### src/rtl/regfile_wb_arbiter.sv
`default_nettype none
// ============================================================================
// Module   : regfile_wb_arbiter
// Purpose  : Two-requester writeback arbiter for the register file write port
//            with a pending-write scoreboard that stalls decode on RAW/WAW.
// Options  : REGARB_FIXED_PRIO_EN - requester B always wins, no RR pointer.
// Revision : 1.0 - initial release
// ============================================================================
module regfile_wb_arbiter #(
  parameter int AW = 5,
  parameter int DW = 32
) (
  input  logic          Clk,
  input  logic          Rst_n,
  input  logic          A_Valid,
  input  logic [AW-1:0] A_Adr,
  input  logic [DW-1:0] A_Din,
  output logic          A_Ready,
  input  logic          B_Valid,
  input  logic [AW-1:0] B_Adr,
  input  logic [DW-1:0] B_Din,
  output logic          B_Ready,
  output logic          WE,
  output logic [AW-1:0] WAdr,
  output logic [DW-1:0] Din,
  input  logic          Iss_Valid,
  input  logic [AW-1:0] Iss_Adr,
  input  logic [AW-1:0] Chk1Adr,
  input  logic [AW-1:0] Chk2Adr,
  output logic          Stall
);

  localparam int c_NREG = 1 << AW;

  logic [c_NREG-1:0] r_pending;
  logic [c_NREG-1:0] w_pend_nxt;
  logic              w_b_wins;
  logic              w_hz1;
  logic              w_hz2;
  logic              w_hz_iss;
  logic              w_set;

`ifdef REGARB_FIXED_PRIO_EN
  assign w_b_wins = 1'b1;
`else
  // Round-robin pointer: 0 = A has priority, 1 = B has priority.
  logic r_ptr;

  always_ff @(posedge Clk or negedge Rst_n) begin
    if (!Rst_n) begin
      r_ptr <= 1'b0;
    end else if (A_Ready) begin
      r_ptr <= 1'b1;
    end else if (B_Ready) begin
      r_ptr <= 1'b0;
    end
  end

  assign w_b_wins = r_ptr;
`endif

  assign A_Ready = Rst_n & A_Valid & (~B_Valid | ~w_b_wins);
  assign B_Ready = Rst_n & B_Valid & (~A_Valid |  w_b_wins);

  // Address 0 is accepted but never written.
  always_ff @(posedge Clk or negedge Rst_n) begin
    if (!Rst_n) begin
      WE   <= 1'b0;
      WAdr <= '0;
      Din  <= '0;
    end else if (A_Ready) begin
      WE   <= (A_Adr != '0);
      WAdr <= A_Adr;
      Din  <= A_Din;
    end else if (B_Ready) begin
      WE   <= (B_Adr != '0);
      WAdr <= B_Adr;
      Din  <= B_Din;
    end else begin
      WE   <= 1'b0;
    end
  end

  // The register on the write port this cycle is readable before the next
  // posedge thanks to the negedge write, so it is not treated as a hazard.
  assign w_hz1    = r_pending[Chk1Adr] & ~(WE & (WAdr == Chk1Adr)) & (Chk1Adr != '0);
  assign w_hz2    = r_pending[Chk2Adr] & ~(WE & (WAdr == Chk2Adr)) & (Chk2Adr != '0);
  assign w_hz_iss = r_pending[Iss_Adr] & ~(WE & (WAdr == Iss_Adr)) & (Iss_Adr != '0);

  assign Stall = Iss_Valid & (w_hz1 | w_hz2 | w_hz_iss);
  assign w_set = Iss_Valid & ~Stall & (Iss_Adr != '0);

  always_comb begin
    w_pend_nxt = r_pending;
    if (WE) begin
      w_pend_nxt[WAdr] = 1'b0;
    end
    if (w_set) begin
      w_pend_nxt[Iss_Adr] = 1'b1;
    end
    w_pend_nxt[0] = 1'b0;
  end

  always_ff @(posedge Clk or negedge Rst_n) begin
    if (!Rst_n) begin
      r_pending <= '0;
    end else begin
      r_pending <= w_pend_nxt;
    end
  end

endmodule
`default_nettype wire

### config.mk
export PLATFORM = sky130hd
export DESIGN_NAME = regfile_wb_arbiter
export DESIGN_NICKNAME = d
export VERILOG_FILES = /design/src/rtl/regfile_wb_arbiter.sv
export SDC_FILE = /design/constraint.sdc
export NUM_CORES = 1
export LEC_CHECK = 0
export BUFFER_PORTS_ARGS = -buffer_cell sky130_fd_sc_hd__buf_2
export CORE_MARGIN = 1
export CORE_UTILIZATION = 49
export DETAILED_ROUTE_END_ITERATION = 10
export GPL_TIMING_DRIVEN = 0
export PLACE_DENSITY = 0.78
export SLEW_MARGIN = 15
export SYNTH_ARGS = -nofsm -noshare
export SYNTH_HDL_FRONTEND = slang
export SYNTH_SLANG_ARGS = --single-unit
export TNS_END_PERCENT = 10
### constraint.sdc
create_clock -name Clk -period 4.3 [get_ports Clk]
set_input_delay 0.215 -clock Clk [delete_from_list [all_inputs] [get_ports Clk]]
set_output_delay 0.215 -clock Clk [all_outputs]
set_load 0.05 [all_outputs]
==> results of run 1 <==
==> routing by layer <==
| layer | up-vias | global-route usage | wire, um | part of all wire |
|---|---|---|---|---|
| met4 | 0 | 0.153 | 371 | 0.027 |
| li1 | 1889 | - | - | - |
| met3 | 37 | 0.0790 | 1280 | 0.094 |
| met2 | 247 | 0.483 | 6680 | 0.49 |
| met1 | 2033 | 0.391 | 5320 | 0.39 |
| met5 | - | 0 | 0 | 0 |
==> cell type report <==
class / instances / area, um^2 / area share
clock inverters: 6 / 93.8 / 0.0175
inverters: 5 / 18.8 / 0.00349
well taps: 105 / 131 / 0.0245
clock buffers: 10 / 128 / 0.0238
multi-input cells: 309 / 2380 / 0.443
repair buffers: 129 / 676 / 0.126
flip-flops and latches: 70 / 1750 / 0.326
plain buffers: 35 / 194 / 0.0361
==> critical path: stages (launching register included) <==
cell and delay (ps):
dfrtp_1 450, clkbuf_1 540, xor2_1 160, nor4_1 310, nand3_1 130, nand4_2 130
o311ai_4 170, buf_6 200, o21a_1 190, buf_2 200
==> metrics by stage <==
| stage | instance area (um^2) | total power, uW | util |
|---|---|---|---|
| 6_report | 5370 | 2660 | 0.641 |
| 5_1_grt | 5370 | 2780 | 0.641 |
| 4_1_cts | 5370 | 2640 | 0.641 |
| 3_5_place_dp | 5140 | 2040 | 0.613 |
| 3_3_place_gp | 5110 | 2000 | 0.610 |
| 2_1_floorplan | 4340 | 1710 | - |
==> where the power goes <==
group,internal (uW),switching (uW)
Clock,331,277
Combinational,416,616
Sequential,839,186
Total,1590,1080
==> cells in the mapped netlist, types with 2 or more instances <==
cell type,count
mux4_1,4
o41ai_2,5
mux4_2,13
o21ai_0,71
xor2_1,11
or3b_2,2
clkbuf_1,14
mux2i_1,47
nor4_1,3
nand3b_1,11
nand3_1,14
mux2_2,3
nor3_1,4
or3_1,2
a21oi_1,3
dfrtp_1,70
buf_2,10
xnor2_1,3
nand4_1,2
buf_6,6
nor2b_1,4
or4_1,2
o41ai_1,26
a31oi_1,4
nand2b_1,2
o22ai_1,4
inv_1,5
nor2_1,8
nand2_1,48
buf_1,3
==> layout by cell type, fill, tap and decap left out, types with 2 or more instances in the layout <==
cell type,n
nand2b_1,2
buf_4,2
nand3b_1,11
o22ai_1,4
nor2b_1,4
buf_2,136
o21ai_0,71
mux4_1,4
a21oi_1,3
nand2_1,48
o41ai_2,5
mux2_2,3
clkbuf_1,15
xnor2_1,3
or4_1,2
nand4_1,2
o41ai_1,26
buf_6,6
or3_1,2
inv_1,5
nor3_1,4
xor2_1,11
or3b_2,2
buf_1,3
a31oi_1,4
dfrtp_1,70
nor4_1,3
clkinv_4,2
bufinv_16,2
clkbuf_8,9
mux4_2,13
nor2_1,8
mux2i_1,47
nand3_1,14
==> path summary, 6_finish.rpt <==
| kind | from | to | slack, ps | cells past startpoint |
|---|---|---|---|---|
| max | WAdr[3] | Stall | 1220 | 9 |
| min | B_Valid | r_ptr | 80 | 2 |
| max reg2reg | WAdr[3] | r_pending[4] | 1630 | 8 |
| min reg2reg | Din[12] | Din[12] | 480 | 2 |
| max in group asynchronous | Rst_n | WAdr[2] | 3490 | 3 |
| min in group asynchronous | Rst_n | r_pending[1] | 260 | 2 |
==> cells by family after synthesis <==
family,Yosys count,synth area share
simple gates,107,0.126
xor+xnor,14,0.0282
buf+inv,40,0.0490
mux,67,0.208
compound gates,121,0.186
flops,70,0.403
==> state kept, by name, summed over array words and instances, names as in the netlist <==
| register | count |
|---|---|
| WAdr | 5 |
| WE | 1 |
| r_ptr | 1 |
| r_pending | 31 |
| Din | 32 |
==> impl_metrics.yaml, run 1 <==
power:
  ir_drop_mv: 0.213
  power_density_nw_per_um2: 496
  p_leak_uw: 0.00250
run:
  drv_cap: 0
global_routing:
  grt_max_degree: 59
  first_global_vias: 4140
  grt_usage: 0.307
  grt_pass1_wl_um: 20800
  grt-ovfl-total: 0
  grt_antenna_before_repair: 0
yosys:
  synth_area_leaders: "dfrtp_1 40%, mux2i_1 11%, o21ai_0 8.2%"
  synth_seq_area_share: 0.403
  syn_inst: 419
  synth.net_count: 513
  ys_types: 45
  syn_area_um2: 4340
  synth_edf_count: 0
  ys_warn_count: 0
  synth_ff_type: "dfrtp_1"
  synth_top_area_share: 0.403
  ys_seq_elements: 70
  yosysTopAreaCell: "dfrtp_1"
  synthArstFlopShare: 1.00
  syn_area_per_cell_um2: 10.4
timing:
  hold_viol: 0
  period_needed_ps: 3080
  fin_ws_ps: 1220
  tns_ps: 0
  hold_slack_ps: 75.7
  worst_pin_slew_ps: 752
  fin_skew_ps: 15.9
  slew_headroom: 0.499
  timing.final.crit_share: 0.716
  rsz0062_at_grt: "false"
  setup_viol: 0
  fmax_mhz: 325
  slew_viol_final: 0
setup_path:
  cp.required_ps: 4090
  critPathCaptureType: "output pin"
  setup.worst_path.start_class: "flop"
  crit_arrival_ps: 2870
  path_max_fanout: 10
  path_class: "reg -> out"
placed_design:
  pre_cts_ws_ps: 1650
  hpwl_um: 10100
  io_buffers: 127
  dp_cells: 652
  finalWeightedCongestion: 0.984
final_layout:
  fin_cells: 669
  drive_above_1_share: 0.332
  diodes: 0
  nFillCells: 694
  nets: 653
  synthToLayoutAreaGrowth_pct: 23.7
clock_network:
  cts_tree: "done"
  clock_sinks: 70
  clockBufferDepth: 2
  cts.repair.resized: 0
  clk_pin_slew_ps: 90
  clk_latency_ps: 370
  cts_hold_buf: 1
  htree_num_levels: 3
  cts-root-buf: "clkbuf_8"
  cts_buffers: 9
  post_cts_buffers: 0
detailed_routing:
  ant_nets: 0
  wl_um: 13700
  routed_via_density: 6.29
  drc: 0
  drt_pass1_iterations: 7
  num_vias: 4206
  wl_per_cell_um: 20.4
  drt_iter0_markers: 372
floorplanning:
  coreArea_um2: 8380
  rows: 33
  die_h_um: 96.2
  start_util: 0.518
  fp.dieW_um: 96.2
  io-pin-count: 135
  die_area_um2: 9250
worst_hold_path:
  hp-class: "in -> reg"
outcome:
  outcome: "finished, final reports clean"
Note: power is estimated with default switching activity, not from simulation.
==> run 2, diff against run 1 <==
--- a/config.mk
+++ b/config.mk
@@ -5,12 +5,13 @@
 export SDC_FILE = /design/constraint.sdc
 export NUM_CORES = 1
 export LEC_CHECK = 0
+export ABC_AREA = 1
 export BUFFER_PORTS_ARGS = -buffer_cell sky130_fd_sc_hd__buf_2
 export CORE_MARGIN = 1
 export CORE_UTILIZATION = 49
 export DETAILED_ROUTE_END_ITERATION = 10
 export GPL_TIMING_DRIVEN = 0
-export PLACE_DENSITY = 0.78
+export PLACE_DENSITY = 0.77
 export SLEW_MARGIN = 15
 export SYNTH_ARGS = -nofsm -noshare
 export SYNTH_HDL_FRONTEND = slang
==> constraint.sdc (replaced) <==
create_clock -name Clk -period 3.05 [get_ports Clk]
set_input_delay 0.1525 -clock Clk [delete_from_list [all_inputs] [get_ports Clk]]
set_output_delay 0.1525 -clock Clk [all_outputs]
set_load 0.05 [all_outputs]
==> run 2 against run 1 <==
Against the previous run: sequential power rose by 50%; register-to-register slack got worse by 870 ps; clock skew barely moved; die area rose by 7.5%; wire length rose by 18%; sequential share of layout area fell by 2.1 points; clock-buffer cell count did not move; synthesized cell count rose by 69%; clock power rose by 32%; flip-flop and latch count did not move; first-iteration DRC count rose by 47%; critical endpoint unchanged.
==> impl_metrics.yaml, run 2 <==
yosys:
  ys_seq_elements: 70
  syn_inst: 709
  syn_area_per_cell_um2: 6.59
  synth_common_cells: "169 x nand2_1, 123 x nand3_1, 114 x o21ai_0, 86 x nor2_1, 70 x dfrtp_1"
  synth.net_count: 803
  synth_most_common_cell: "nand2_1"
  yosysTopAreaCell: "dfrtp_1"
  synth_area_leaders: "dfrtp_1 37%, nand2_1 14%, nand3_1 13%"
  synthSimpleGateAreaFrac: 0.365
  synth_ff_type: "dfrtp_1"
  synth_seq_area_share: 0.375
  synth_top_area_share: 0.375
  synth-adder-area-share: 0
  ys_warn_count: 0
  synthArstFlopShare: 1.00
  synth.area.mux_share: 0
  synth_xor_xnor_area_share: 0
  synth_compound_area_frac: 0.159
  synth_edf_count: 0
  syn_area_um2: 4680
  synth_top_family_by_area: "simple AND/OR/NAND/NOR gates"
  ys_types: 25
detailed_routing:
  num_vias: 5599
  wl_um: 16100
  wl_per_cell_um: 16.4
  drt_pass1_iterations: 6
  ant_nets: 0
  drt_iter0_markers: 547
  routed_via_density: 5.68
  drc: 0
power:
  power_density_nw_per_um2: 660
  ir_drop_mv: 0.373
  p_leak_uw: 0.00288
worst_hold_path:
  hold_depth: 3
  hp-class: "in -> reg"
  worstHoldStart: "B_Adr[0]"
  hold_path_end: "WAdr[0]"
placed_design:
  pre_cts_ws_ps: 839
  io_buffers: 130
  finalWeightedCongestion: 0.941
  hpwl_um: 12000
timing:
  slew_headroom: 0.634
  tns_ps: 0
  timing.final.crit_share: 0.893
  slew_viol_final: 0
  period_needed_ps: 2720
  worst_pin_slew_ps: 547
  rsz0062_at_grt: "false"
  hold_viol: 0
  fmax_mhz: 367
  setup_viol: 0
  fin_skew_ps: 16.3
  hold_slack_ps: 67.3
  fin_ws_ps: 327
global_routing:
  first_global_vias: 4931
  grt-ovfl-total: 0
  grt_antenna_before_repair: 0
  grt_max_degree: 47
  grt_pass1_wl_um: 25200
  grt_usage: 0.329
setup_path:
  rr_startpoint: "WAdr[2]"
  r2r_slack_ps: 760
  reg2reg_to: "r_pending[9]"
  crit_arrival_ps: 2570
  setup.worst_path.start_class: "flop"
  r2r_cells: 11
  critPathCaptureType: "output pin"
  path_max_fanout: 8
  cp.required_ps: 2900
  path_class: "reg -> out"
clock_network:
  cts-root-buf: "clkbuf_8"
  clk_latency_ps: 360
  clk_pin_slew_ps: 90
  cts.repair.resized: 0
  cts_tree: "done"
  htree_num_levels: 3
  clock_sinks: 70
  cts_buffers: 9
  clockBufferDepth: 2
final_layout:
  drive_above_1_share: 0.210
  reg.largest.list: "Din x32, r_pending x31, WAdr x5"
  final_common_cell: "nand2_1"
  synthToLayoutAreaGrowth_pct: 22.6
  nets: 946
  fin_util: 0.621
  largest_reg_flops: 32
  regMostFlops: "Din"
  diodes: 0
  final_cell_mix: "169 x nand2_1, 138 x buf_2, 123 x nand3_1, 114 x o21ai_0, 86 x nor2_1"
floorplanning:
  coreArea_um2: 9240
  die_h_um: 99.7
  die_area_um2: 9940
  start_util: 0.506
  fp.dieW_um: 99.7
  rows: 35
  io-pin-count: 135
run:
  drv_cap: 0
outcome:
  outcome: "finished, final reports clean"
-- run 2: cell types whose count changed after synthesis, moves of 13 or more --
cell     previous run  this run
o41ai_1            26         1
o21ai_0            71       114
nor2_1              8        86
mux4_2             13         0
nand2_1            48       169
mux2i_1            47         0
nand3_1            14       123
inv_1               5        57
-- run 2: layout make-up --
cell class | instances | area, um^2
Buffer | 40 | 253
Tap cell | 129 | 161
Fill cell | 910 | 3510
Multi-Input combinational cell | 540 | 2450
Timing Repair Buffer | 132 | 691
Inverter | 59 | 221
Sequential cell | 70 | 1750
Clock inverter | 6 | 68.8
Clock buffer | 10 | 138
-- run 2: metal layers --
layer | global-route usage | routed length (um) | up-vias
li1 | - | - | 2633
met1 | 0.478 | 6780 | 2581
met2 | 0.488 | 7200 | 343
met3 | 0.0632 | 1770 | 42
met4 | 0.113 | 372 | 0
met5 | 0 | 0 | -
-- run 2: how the worst max path moves through the flow --
| stage | startpoint | end | cells after the start |
|---|---|---|---|
| 3_5_place_dp | WAdr[2] | Stall | 10 |
| 2_1_floorplan | WAdr[4] | Stall | 9 |
| 6_report | WAdr[2] | Stall | 10 |
| 3_3_place_gp | Rst_n | WAdr[3] | 7 |
| 4_1_cts | WAdr[2] | Stall | 10 |
| 5_1_grt | WAdr[2] | Stall | 10 |
-- run 2: logic make-up (layout without fill, tap and decap cells) --
group	count (synthesis)	count (layout)
simple gates	397	397
compound gates	143	143
flops	70	70
buf+inv	99	247
-- run 2: stage by stage --
step	instance area, um^2	total power [uW]	instances
after global placement	5490	2900	968
after detailed placement	5520	2940	969
after global routing	5730	3990	986
after floorplan	4680	2410	709
final	5730	3790	986
after CTS	5730	3730	986
-- run 2: timing repair --
action                                  in CTS  in global routing
hold buffers                                 1                  0
endpoints found under the hold margin       24                  0
buffers inserted                             0                  0
endpoints found under the setup margin       0                  0
-- run 2: worst max-delay path, cell delays in order, from the launching register on --
cell and delay (ps):
dfrtp_1 360, buf_2 250, inv_1 260, o22ai_1 220, a21oi_1 60, nand3_1 80, nand2_1 50, nor2_1 420
o21ai_0 180, inv_1 70, buf_2 250
-- run 2: report_power, final --
group	switching (uW)	leakage (uW)	internal, uW	total, uW
combinational	978	0.00196	451	1430
sequential	355	0.000817	1200	1550
clock	399	0.000103	405	804
total	1730	0.00288	2050	3790
==> run 3, diff against run 2 <==
--- a/config.mk
+++ b/config.mk
@@ -11,6 +11,7 @@
 export CORE_UTILIZATION = 49
 export DETAILED_ROUTE_END_ITERATION = 10
 export GPL_TIMING_DRIVEN = 0
+export MAX_ROUTING_LAYER = met4
 export PLACE_DENSITY = 0.77
 export SLEW_MARGIN = 15
 export SYNTH_ARGS = -nofsm -noshare
==> constraint.sdc (replaced) <==
create_clock -name Clk -period 2.55 [get_ports Clk]
set_input_delay 0.1275 -clock Clk [delete_from_list [all_inputs] [get_ports Clk]]
set_output_delay 0.1275 -clock Clk [all_outputs]
set_load 0.05 [all_outputs]
==> run 3 against run 2 <==
Against the previous run: sequential power rose by 20%; worst setup slack got worse by 170 ps; largest cell class unchanged; global-route usage rose by 1.3 points; critical path depth fell by 3; critical endpoint is now A_Ready; sequential share of layout area fell by 0.15 points.
==> impl_metrics.yaml, run 3 (synthesis gave the netlist of run 2 again) <==
detailed_routing:
  drt_iter0_markers: 527
  ant_nets: 0
  wl_per_cell_um: 16.5
  routed_via_density: 5.60
  wl_um: 16300
  drc: 0
  num_vias: 5531
  drt_pass1_iterations: 5
floorplanning:
  die_h_um: 99.7
  rows: 35
  io-pin-count: 135
  coreArea_um2: 9240
  die_area_um2: 9940
  fp.dieW_um: 99.7
  start_util: 0.506
clock_network:
  clk_latency_ps: 360
  cts-root-buf: "clkbuf_8"
  cts_buffers: 9
  cts_tree: "done"
  clock_sinks: 70
  post_cts_buffers: 0
  clockBufferDepth: 2
  clk_pin_slew_ps: 90
  htree_num_levels: 3
final_layout:
  final_cell_mix: "169 x nand2_1, 138 x buf_2, 123 x nand3_1, 114 x o21ai_0, 85 x nor2_1"
  drive_above_1_share: 0.212
  final_common_cell: "nand2_1"
  largest_reg_flops: 32
  regMostFlops: "Din"
  synthToLayoutAreaGrowth_pct: 23.2
  fin_util: 0.624
  nets: 947
  diodes: 0
  reg.largest.list: "Din x32, r_pending x31, WAdr x5"
timing:
  hold_slack_ps: 35.6
  slew_headroom: 0.670
  setup_viol: 0
  fmax_mhz: 417
  hold_viol: 0
  timing.final.crit_share: 0.939
  rsz0062_at_grt: "false"
  fin_skew_ps: 12.0
  fin_ws_ps: 155
  worst_pin_slew_ps: 495
  period_needed_ps: 2400
  slew_viol_final: 0
placed_design:
  io_buffers: 130
  hpwl_um: 12100
  finalWeightedCongestion: 0.963
  pre_cts_ws_ps: 228
worst_hold_path:
  hp-class: "in -> reg"
power:
  power_density_nw_per_um2: 785
  ir_drop_mv: 0.495
  p_leak_uw: 0.00288
global_routing:
  grt_usage: 0.341
  grt_pass1_wl_um: 25600
  grt-ovfl-total: 0
  grt_max_degree: 43
  first_global_vias: 5032
  grt_antenna_before_repair: 0
setup_path:
  critPathTopFamily: "buffers and inverters"
  cpMaxStageDelayCell: "dlygate4sd3_1"
  cp.required_ps: 2420
  setup.worst_path.start_class: "input pin"
  critPathMaxStageDelay_ps: 530
  path_class: "in -> out"
  critPathCaptureType: "output pin"
  cp_num_buf_inv: 5
  crit_arrival_ps: 2270
  crit_chain: "dlygate4sd3_1, buf_4, buf_12, nand2_1, a21oi_4, buf_1, buf_2"
  path_max_fanout: 42
run:
  drv_cap: 0
outcome:
  outcome: "finished, final reports clean"
[run 3: changes by cell type in the layout (fill, tap and decap cells not counted), sizes merged]
cell,change
clkbuf,-1
buf,+2
[run 3: path summary, 6_finish.rpt]
check                           from      endpoint  slack (ps)  cells past startpoint
max in group asynchronous      Rst_n       WAdr[3]        2040                      3
min in group asynchronous      Rst_n       Din[22]         270                      3
hold reg to reg              Din[11]       Din[11]         510                      2
setup / recovery               Rst_n       A_Ready         150                      7
setup reg to reg             WAdr[4]  r_pending[5]         570                     11
hold / removal             A_Din[27]       Din[27]          40                      3
[run 3: cell type report]
class                   count  area [um^2]
plain buffers              40          253
clock buffers              10          138
clock inverters             6         68.8
fillers                   886         3480
inverters                  59          221
multi-input cells         540         2460
flip-flops and latches     70         1750
well taps                 129          161
repair buffers            133          703
[run 3: metal layers]
layer	GRT usage	wire length, um	up-vias
met2	0.496	7370	283
met1	0.479	7000	2582
met3	0.0773	1660	26
li1	-	-	2640
met5	-	0	-
met4	0.0905	215	0
[run 3: where the power goes]
part	switching, uW	total (uW)	internal, uW
clock network	462	945	483
logic	1180	1720	544
registers	422	1860	1430
[run 3: metrics by stage]
stage / TNS (ps) / power (uW) / cells / area [um^2]
floorplan: 0 / 2890 / 709 / 4680
global placement: -20940 / 3470 / 968 / 5490
detailed placement: 0 / 3510 / 969 / 5510
CTS: 0 / 4470 / 987 / 5750
global route: 0 / 4790 / 987 / 5760
finish: 0 / 4520 / 987 / 5760
[run 3: timing repair]
item | in CTS | in global routing
endpoints found under the setup margin | 1 | 2
gates cloned | 0 | 0
gates resized for setup | 1 | 3
hold endpoints to repair | 30 | 0
hold buffers | 2 | 0
[run 3: tightest hold or removal path: stages]
cell and delay (ps):
buf_2 80, nor2_1 30, o21ai_0 130
